--- src/rtl/i2c_target.sv ---
// 7-bit addressed I2C target: oversampled, filtered SCL/SDA, open-drain SDA,
// write bytes out as a pulse stream, read bytes pulled from a valid/ready source.
module i2c_target #(
    parameter logic [6:0] ADDRESS    = 7'b1010010,
    parameter int         FILTER_LEN = 3
) (
    input  logic       clk,
    input  logic       rst,
    input  logic       scl_i,
    input  logic       sda_i,
    output logic       sda_o,
    output logic       sda_t,
    output logic [7:0] rx_data,
    output logic       rx_valid,
    output logic       rx_first,
    input  logic [7:0] tx_data,
    input  logic       tx_valid,
    output logic       tx_ready,
    output logic       busy,
    output logic       addressed,
    output logic       start_det,
    output logic       stop_det
);
    typedef enum logic [2:0] {
        IDLE, ADDR, ADDR_ACK, WRITE, WRITE_ACK, READ, READ_ACK, IGNORE
    } state_t;

    // bit 0 = SCL, bit 1 = SDA; idle bus level is high
    logic [1:0]      sy1_q, sy2_q, flt_q, prv_q;
    logic [1:0][3:0] fcnt_q;

    always_ff @(posedge clk or posedge rst) begin
        if (rst) begin
            sy1_q  <= '1;
            sy2_q  <= '1;
            flt_q  <= '1;
            prv_q  <= '1;
            fcnt_q <= '0;
        end else begin
            sy1_q <= {sda_i, scl_i};
            sy2_q <= sy1_q;
            prv_q <= flt_q;
            for (int i = 0; i < 2; i++) begin
                if (sy2_q[i] == flt_q[i]) begin
                    fcnt_q[i] <= '0;
                end else if (fcnt_q[i] == 4'(FILTER_LEN - 1)) begin
                    flt_q[i]  <= sy2_q[i];
                    fcnt_q[i] <= '0;
                end else begin
                    fcnt_q[i] <= fcnt_q[i] + 4'd1;
                end
            end
        end
    end

    logic scl_rise, scl_fall, start_c, stop_c, sda_f;
    assign sda_f    = flt_q[1];
    assign scl_rise = flt_q[0] & ~prv_q[0];
    assign scl_fall = ~flt_q[0] & prv_q[0];
    // SCL must be high both before and after the SDA edge, so a simultaneous
    // SCL/SDA fall (e.g. right after reset) is not taken as a START
    assign start_c  = flt_q[0] & prv_q[0] & prv_q[1] & ~flt_q[1];
    assign stop_c   = flt_q[0] & prv_q[0] & ~prv_q[1] & flt_q[1];

    state_t     state_q;
    logic [3:0] cnt_q;
    logic [7:0] sh_q, tx_sh_q, rx_data_q;
    logic       rw_q, sda_t_q, rx_valid_q, rx_first_q, tx_ready_q;
    logic       busy_q, addr_q, start_q, stop_q;
    logic [7:0] load_byte;

    assign load_byte = tx_valid ? tx_data : 8'hFF;

    always_ff @(posedge clk or posedge rst) begin
        if (rst) begin
            state_q    <= IDLE;
            cnt_q      <= '0;
            sh_q       <= '0;
            tx_sh_q    <= '0;
            rx_data_q  <= '0;
            rw_q       <= 1'b0;
            sda_t_q    <= 1'b1;
            rx_valid_q <= 1'b0;
            rx_first_q <= 1'b0;
            tx_ready_q <= 1'b0;
            busy_q     <= 1'b0;
            addr_q     <= 1'b0;
            start_q    <= 1'b0;
            stop_q     <= 1'b0;
        end else begin
            rx_valid_q <= 1'b0;
            tx_ready_q <= 1'b0;
            start_q    <= 1'b0;
            stop_q     <= 1'b0;
            if (start_c) begin
                state_q    <= ADDR;
                cnt_q      <= '0;
                sda_t_q    <= 1'b1;
                start_q    <= 1'b1;
                busy_q     <= 1'b1;
                addr_q     <= 1'b0;
                rx_first_q <= 1'b0;
            end else if (stop_c) begin
                state_q    <= IDLE;
                sda_t_q    <= 1'b1;
                stop_q     <= 1'b1;
                busy_q     <= 1'b0;
                addr_q     <= 1'b0;
                rx_first_q <= 1'b0;
            end else begin
                case (state_q)
                    ADDR, WRITE: begin
                        if (scl_rise) begin
                            sh_q  <= {sh_q[6:0], sda_f};
                            cnt_q <= cnt_q + 4'd1;
                        end else if (scl_fall && cnt_q == 4'd8) begin
                            if (state_q == WRITE) begin
                                rx_data_q  <= sh_q;
                                rx_valid_q <= 1'b1;
                                sda_t_q    <= 1'b0;
                                state_q    <= WRITE_ACK;
                            end else if (sh_q[7:1] == ADDRESS && sh_q[7:1] != 7'd0) begin
                                rw_q    <= sh_q[0];
                                sda_t_q <= 1'b0;
                                addr_q  <= 1'b1;
                                state_q <= ADDR_ACK;
                            end else begin
                                state_q <= IGNORE;
                            end
                        end
                    end
                    // Read-side byte load happens on the same fall that leaves the ACK state
                    ADDR_ACK, READ_ACK: begin
                        if (state_q == READ_ACK && scl_rise && sda_f) begin
                            addr_q  <= 1'b0;
                            state_q <= IGNORE;
                        end else if (scl_fall) begin
                            if (state_q == ADDR_ACK && !rw_q) begin
                                sda_t_q    <= 1'b1;
                                cnt_q      <= '0;
                                rx_first_q <= 1'b1;
                                state_q    <= WRITE;
                            end else begin
                                tx_sh_q    <= load_byte;
                                sda_t_q    <= load_byte[7];
                                tx_ready_q <= tx_valid;
                                cnt_q      <= 4'd1;
                                state_q    <= READ;
                            end
                        end
                    end
                    WRITE_ACK: begin
                        if (scl_fall) begin
                            sda_t_q    <= 1'b1;
                            cnt_q      <= '0;
                            rx_first_q <= 1'b0;
                            state_q    <= WRITE;
                        end
                    end
                    READ: begin
                        if (scl_fall) begin
                            if (cnt_q == 4'd8) begin
                                sda_t_q <= 1'b1;
                                state_q <= READ_ACK;
                            end else begin
                                sda_t_q <= tx_sh_q[6];
                                tx_sh_q <= {tx_sh_q[6:0], 1'b0};
                                cnt_q   <= cnt_q + 4'd1;
                            end
                        end
                    end
                    default: sda_t_q <= 1'b1;
                endcase
            end
        end
    end

    assign sda_o     = 1'b0;
    assign sda_t     = sda_t_q;
    assign rx_data   = rx_data_q;
    assign rx_valid  = rx_valid_q;
    assign rx_first  = rx_first_q;
    assign tx_ready  = tx_ready_q;
    assign busy      = busy_q;
    assign addressed = addr_q;
    assign start_det = start_q;
    assign stop_det  = stop_q;
endmodule

--- config.mk ---
export PLATFORM = sky130hd
export DESIGN_NAME = i2c_target
export DESIGN_NICKNAME = d
export VERILOG_FILES = /design/src/rtl/i2c_target.sv
export SDC_FILE = /design/constraint.sdc
export NUM_CORES = 1
export LEC_CHECK = 0
export ABC_AREA = 0
export CAP_MARGIN = 20
export CELL_PAD_IN_SITES_DETAIL_PLACEMENT = 0
export CELL_PAD_IN_SITES_GLOBAL_PLACEMENT = 1
export CORE_ASPECT_RATIO = 2
export CORE_MARGIN = 10
export CORE_UTILIZATION = 40
export DETAILED_ROUTE_END_ITERATION = 10
export PLACE_DENSITY = 0.83
export SYNTH_ARGS = -nofsm -noshare
export SYNTH_HDL_FRONTEND = slang
export SYNTH_SLANG_ARGS = --single-unit
--- constraint.sdc ---
create_clock -name clk -period 1.7 [get_ports clk]
set_input_delay 0.34 -clock clk [delete_from_list [all_inputs] [get_ports clk]]
set_output_delay 0.34 -clock clk [all_outputs]
set_load 0.05 [all_outputs]
Yosys cells after proc, flatten, opt, wreduce, memory -nomap -nowiden
Index checks and enable logic that the tools add are counted.
- register bits after elaboration: 55
- bits of input ports: 13
- output and inout bits: 17
- $add $sub $neg: 3
- eq/ne operators: 37
- muxes and demuxes: 79
- bitwise gates (word level): 17
- reductions and logical operators: 26
- operator list (cell ; count):
    $mux 4 ; 12
    $ne 4x4->1 const B ; 11
    $mux 1 ; 43
    $mux 3 ; 12
    $mux 7 ; 5
    $reduce_and 7->1 ; 3
    $ne 3x3->1 const B ; 6
    $pmux 4 s4 ; 1
    $reduce_and 8->1 ; 2
    $pmux 7 s2 ; 1
    $add 4x1->4 const B ; 3
    $ne 2x2->1 const B ; 6
    $pmux 3 s4 ; 1
    $reduce_and 6->1 ; 2
    $ne 5x5->1 const B ; 2
    $not 1->1 ; 10
    $eq 3x3->1 const B ; 3
    $eq 4x2->1 const B ; 2
    $mux 8 ; 1
    $reduce_bool 4->1 ; 2
    $and 1x1->1 ; 7
    $eq 7x7->1 const B ; 1
    $reduce_bool 7->1 ; 1
    $eq 3x2->1 const B ; 2
    other kinds (14) ; 23

Depth between registers and ports, before layout
- depth after elaboration: 9
- mapped depth: 8
- mapped depth without buffers: 7

Worst setup path before layout
OpenSTA, ideal clock, no wires.
- path kind: register to register
- start: register flt_q[0]
- end: register cnt_q[3]
- arrival time: 1708 ps
- data required time: 1632 ps
- slack: -77 ps
- stages on the path, launching flop included: 8
- path buffers: 2
- period minus slack after synthesis: 1777 ps
- path through: dfstp_2 -> buf_4 -> nor2b_2 -> and2_4 -> buf_8 -> o22ai_2 -> or4_1 -> nand3_1
- longest elaborated chain between the ends: 5
- ends and longest elaborated chain (element ; line ; text):
    start, declared ; 29 ; logic [1:0] sy1_q, sy2_q, flt_q, prv_q;
    start signal, assigned by index ; 47 ; flt_q[i] <= sy2_q[i];
    $and 1x1->1, on equally long branches ; 62, 63, 58 ;
    $and 1x1->1 (tied with other cells) (2 in a row) ; 62 ; assign start_c = flt_q[0] & prv_q[0] & prv_q[1] & ~flt_q[1];
    $ne 3x3->1 (no source line) (tied with other cells) ; -- ;
    $reduce_and 8->1 (no source line) ; -- ;
    end signal, assigned ; 115 ; cnt_q <= cnt_q + 4'd1;
    end signal, assigned ; 168 ; cnt_q <= cnt_q + 4'd1;
    end, declared ; 66 ; logic [3:0] cnt_q;
Parallel ways exist; a longest one is shown, timed or not.
A chain may end at the register's enable or synchronous reset.

Worst setup path after layout
- start: register state_q[1]
- end: register state_q[2]
- longest elaborated chain between the ends: 8
- ends and longest elaborated chain (element ; line ; text):
    start, declared ; 65 ; state_t state_q;
    start signal, assigned ; 76 ; state_q <= IDLE;
    start signal, assigned ; 96 ; state_q <= ADDR;
    start signal, assigned ; 104 ; state_q <= IDLE;
    $eq 3x2->1 ; 111, 138 ;
    $logic_and 1x1->1 ; 138 ; if (state_q == ADDR_ACK && !rw_q) begin
    $mux 3 ; 138 ;
    $mux 3 ; 137 ; end else if (scl_fall) begin
    $mux 3 ; 134 ; if (state_q == READ_ACK && scl_rise && sda_f) begin
    $pmux 3 s4 ; 111 ; case (state_q)
    $mux 3 ; 103 ; end else if (stop_c) begin
    $mux 3 ; 95 ; if (start_c) begin
Parallel ways exist; a longest one is shown, timed or not. The select of a mux whose other input is x is not followed.

==> impl_metrics.sql <==
INSERT INTO impl_metrics (metric_group, metric, value, unit) VALUES
('placed_design', 'place.gp.congestion', '0.868', ''),
('floorplanning', 'row_count', '42', ''),
('power', 'p_per_area', '1690', 'nW/um^2'),
('job', 'max_cap_viol_count', '0', ''),
('power', 'clock_power_share', '0.192', ''),
('cts', 'clkSinkCount', '55', ''),
('outcome', 'failing_checks', 'setup timing', ''),
('detailed_routing', 'final_routed_wirelength', '6020', 'um'),
('worst_setup_path', 'path_delay_family', 'compound AO/OA/AOI/OAI gates', ''),
('detailed_routing', 'detail_route.wl_per_cell', '15.0', 'um'),
('logic_synthesis', 'synth_warnings', '0', ''),
('grt', 'grt_pass1_wl', '9890', 'um'),
('grt', 'gr-usage-all-layers', '0.116', ''),
('timing', 'hold_viol', '0', ''),
('placed_design', 'detailed_placement_hpwl', '4400', 'um'),
('cts', 'cts_made_buffers', '5', ''),
('detailed_routing', 'detail_route.iter0.violations', '83', ''),
('placed_design', 'pre_cts_ws', '-0.109', 'ns'),
('logic_synthesis', 'synth_sequential_area_ratio', '0.512', ''),
('layout', 'filler_cell_count', '622', ''),
('worst_setup_path', 'worst_path_max_delay_cell', 'sky130_fd_sc_hd__dfrtp_1', ''),
('cts', 'tritoncts', 'done', ''),
('logic_synthesis', 'yosys.cell_types.count', '56', ''),
('logic_synthesis', 'synth_enable_flop_cells', '0', ''),
('timing', 'clock_tree_skew_after_final_layout', '0.00591', 'ns'),
('floorplanning', 'core_area', '6620', 'um^2'),
('power', 'peakVddDrop', '0.000885', 'V'),
('placed_design', 'placedInstanceArea', '3290', 'um^2'),
('logic_synthesis', 'synthesis.nets', '270', ''),
('logic_synthesis', 'netlist_instances', '251', ''),
('worst_setup_path', 'rr_startpoint', 'state_q[1]', ''),
('outcome', 'result_of_the_run', 'finished, violations left', ''),
('worst_hold_path', 'min_path_type', 'in -> async', ''),
('logic_synthesis', 'post_synth_design_cell_area', '2710', 'um^2'),
('layout', 'post_route_cells_drive_above_1_share', '0.365', ''),
('grt', 'grt_overflow_total', '0', ''),
('power', 'power.share.switching', '0.369', ''),
('floorplanning', 'die_h', '136', 'um'),
('detailed_routing', 'antenna_left', '0', ''),
('worst_setup_path', 'startpoint_type', 'register', ''),
('cts', 'insertion_delay', '0.30', 'ns'),
('floorplanning', 'die_x', '78.2', 'um'),
('floorplanning', 'pin_count', '30', ''),
('power', 'switchingPower', '2.24', 'mW'),
('power', 'power_report.internal_total', '3.82', 'mW'),
('layout', 'regArea', '1390', 'um^2'),
('timing', 'finalSetupViolCount', '3', ''),
('worst_setup_path', 'cp.required', '1.89', 'ns'),
('timing', 'fin_ws', '-0.0228', 'ns'),
('logic_synthesis', 'synth.ff_latch_count', '55', ''),
('placed_design', 'numPlacedInstances', '389', ''),
('floorplanning', 'initial_standard_cell_utilization_of_the_core', '0.409', ''),
('logic_synthesis', 'synth.avg_cell_area', '10.8', 'um^2'),
('layout', 'layout.cell_area.non_filler', '3580', 'um^2'),
('worst_setup_path', 'critical_path.startpoint', 'state_q[1]', ''),
('timing', 'layout_worst_path_cycle_share', '1.01', ''),
('placed_design', 'port_buffers', '28', ''),
('worst_setup_path', 'critical_path.max_fanout', '11', ''),
('timing', 'max_slew_violations', '0', ''),
('layout', 'final-instance-count-excl-fill', '400', ''),
('grt', 'antenna_violations_before_repair', '0', ''),
('timing', 'setup_repair_after_global_routing_missed_its_margin', 'yes', ''),
('grt', 'vias_in_the_first_global_route', '2127', ''),
('detailed_routing', 'drt_first_pass_iters', '4', ''),
('floorplanning', 'die_area', '10700', 'um^2'),
('detailed_routing', 'dr_total_vias', '2042', ''),
('worst_setup_path', 'crit_chain', 'buf_4, and2_1, o31ai_2, nand2_2, a21o_1, a32o_1', ''),
('cts', 'htreeDepth', '2', ''),
('worst_setup_path', 'worst_ep_arrival_time', '1.91', 'ns'),
('cts', 'path_clk_slew', '0.07', 'ns'),
('logic_synthesis', 'share_of_async_settable_or_async_resettable_flops_after_synthesis', '1.00', '');
## what timing repair did
action / 4_1_cts / 5_1_grt
pin swaps: 2 / 3
gates resized for setup: 10 / 12
buffers inserted: 0 / 3
endpoints found under the setup margin: 20 / 22
## power groups by stage
stage               clock (mW)  combinational [mW]  sequential [mW]
floorplan                    0                1.63             2.17
global placement             0                2.56             2.05
detailed placement           0                2.61             2.06
CTS                       1.19                2.70             2.05
global route              1.23                3.11             2.11
finish                    1.16                2.83             2.06
## logic make-up (layout without fill, tap and decap cells)
family | after synthesis | in the layout | synth area share
xor+xnor | 7 | 7 | 0.0226
other cells | 1 | 1 | 0.00138
fa+ha+maj | 6 | 6 | 0.0277
buf+inv | 31 | 92 | 0.0550
compound gates | 44 | 44 | 0.115
mux | 28 | 28 | 0.115
flops | 55 | 55 | 0.512
simple gates | 79 | 79 | 0.151
## sequential cells by signal, indices dropped and copies added, names as in the netlist, 3 cells and up
| signal | count |
|---|---|
| cnt_q | 4 |
| fcnt_q | 8 |
| rx_data | 8 |
| sh_q | 8 |
| state_q | 3 |
| tx_sh_q | 7 |
## Yosys cell counts (all sizes together), types with 2 or more instances
cell	instances	area, um^2
nand3	9	50.1
clkbuf	4	16.3
xnor2	2	17.5
nand3b	3	22.5
nor2	22	82.6
a21oi	5	25.0
nor3	3	15.0
o21ai	12	60.1
inv	18	67.6
buf	9	65.1
nor3b	2	15.0
ha	6	75.1
nand2	20	75.1
xor2	5	43.8
a21o	3	22.5
dfstp	9	236
nand2b	6	37.5
nand4b	3	26.3
mux2i	2	20.0
mux2	26	293
nor2b	2	15.0
o41ai	2	17.5
dfrtp	46	1150
a31oi	6	37.5
o21a	3	22.5
and2	2	15.0
## worst reg2reg max path, stage by stage (launching register included)
cell and delay, ns:
sky130_fd_sc_hd__dfrtp_1 0.45, sky130_fd_sc_hd__buf_4 0.21, sky130_fd_sc_hd__and2_1 0.19, sky130_fd_sc_hd__o31ai_2 0.24, sky130_fd_sc_hd__nand2_2 0.13, sky130_fd_sc_hd__a21o_1 0.19
sky130_fd_sc_hd__a32o_1 0.20
## path summary, 6_finish.rpt
path / cells past startpoint / slack [ns] / to
min in group clk: 0 / 0.36 / sy2_q[1]
max in group asynchronous: 3 / 0.87 / sy2_q[1]
setup / recovery: 6 / -0.02 / state_q[2]
hold / removal: 2 / 0.27 / rx_valid
setup reg to reg: 6 / -0.02 / state_q[2]
hold reg to reg: 0 / 0.36 / sy2_q[1]
## layout make-up
cell class | count | share of cell area
sequential | 55 | 0.388
multi-input combinational | 165 | 0.356
timing repair buffer | 66 | 0.160
clock buffer | 6 | 0.0360
tap | 88 | 0.0308
inverter | 18 | 0.0189
clock inverter | 2 | 0.0105
## cells in the final DEF, fill, tap and decap left out, types with 8 or more instances in the layout
cell type and n:
sky130_fd_sc_hd__dfrtp_1 45, sky130_fd_sc_hd__o21ai_0 11, sky130_fd_sc_hd__clkdlybuf4s50_1 12, sky130_fd_sc_hd__buf_4 49, sky130_fd_sc_hd__inv_1 17, sky130_fd_sc_hd__nor2_1 20
sky130_fd_sc_hd__nand2_1 19, sky130_fd_sc_hd__nand3_1 8, sky130_fd_sc_hd__mux2_2 20, sky130_fd_sc_hd__dfstp_2 9
## per-stage QoR
stage                      TNS, ns   util  total power, mW  hold slack [ns]
after global routing        -0.374  0.540             6.45            0.290
final                      -0.0542  0.540             6.05            0.272
after detailed placement     -1.24  0.497             4.66            0.347
after floorplan           -0.00186      -             3.80            0.344
after global placement      -0.871  0.497             4.60            0.345
after CTS                  -0.0196  0.529             5.93            0.276
## per-layer routing
layer / global-route usage / share of wire
met4: 0.0581 / 0.024
met2: 0.223 / 0.59
met1: 0.110 / 0.36
met5: 0 / 0
met3: 0.0231 / 0.028
Note: power is estimated with default switching activity, not from simulation.
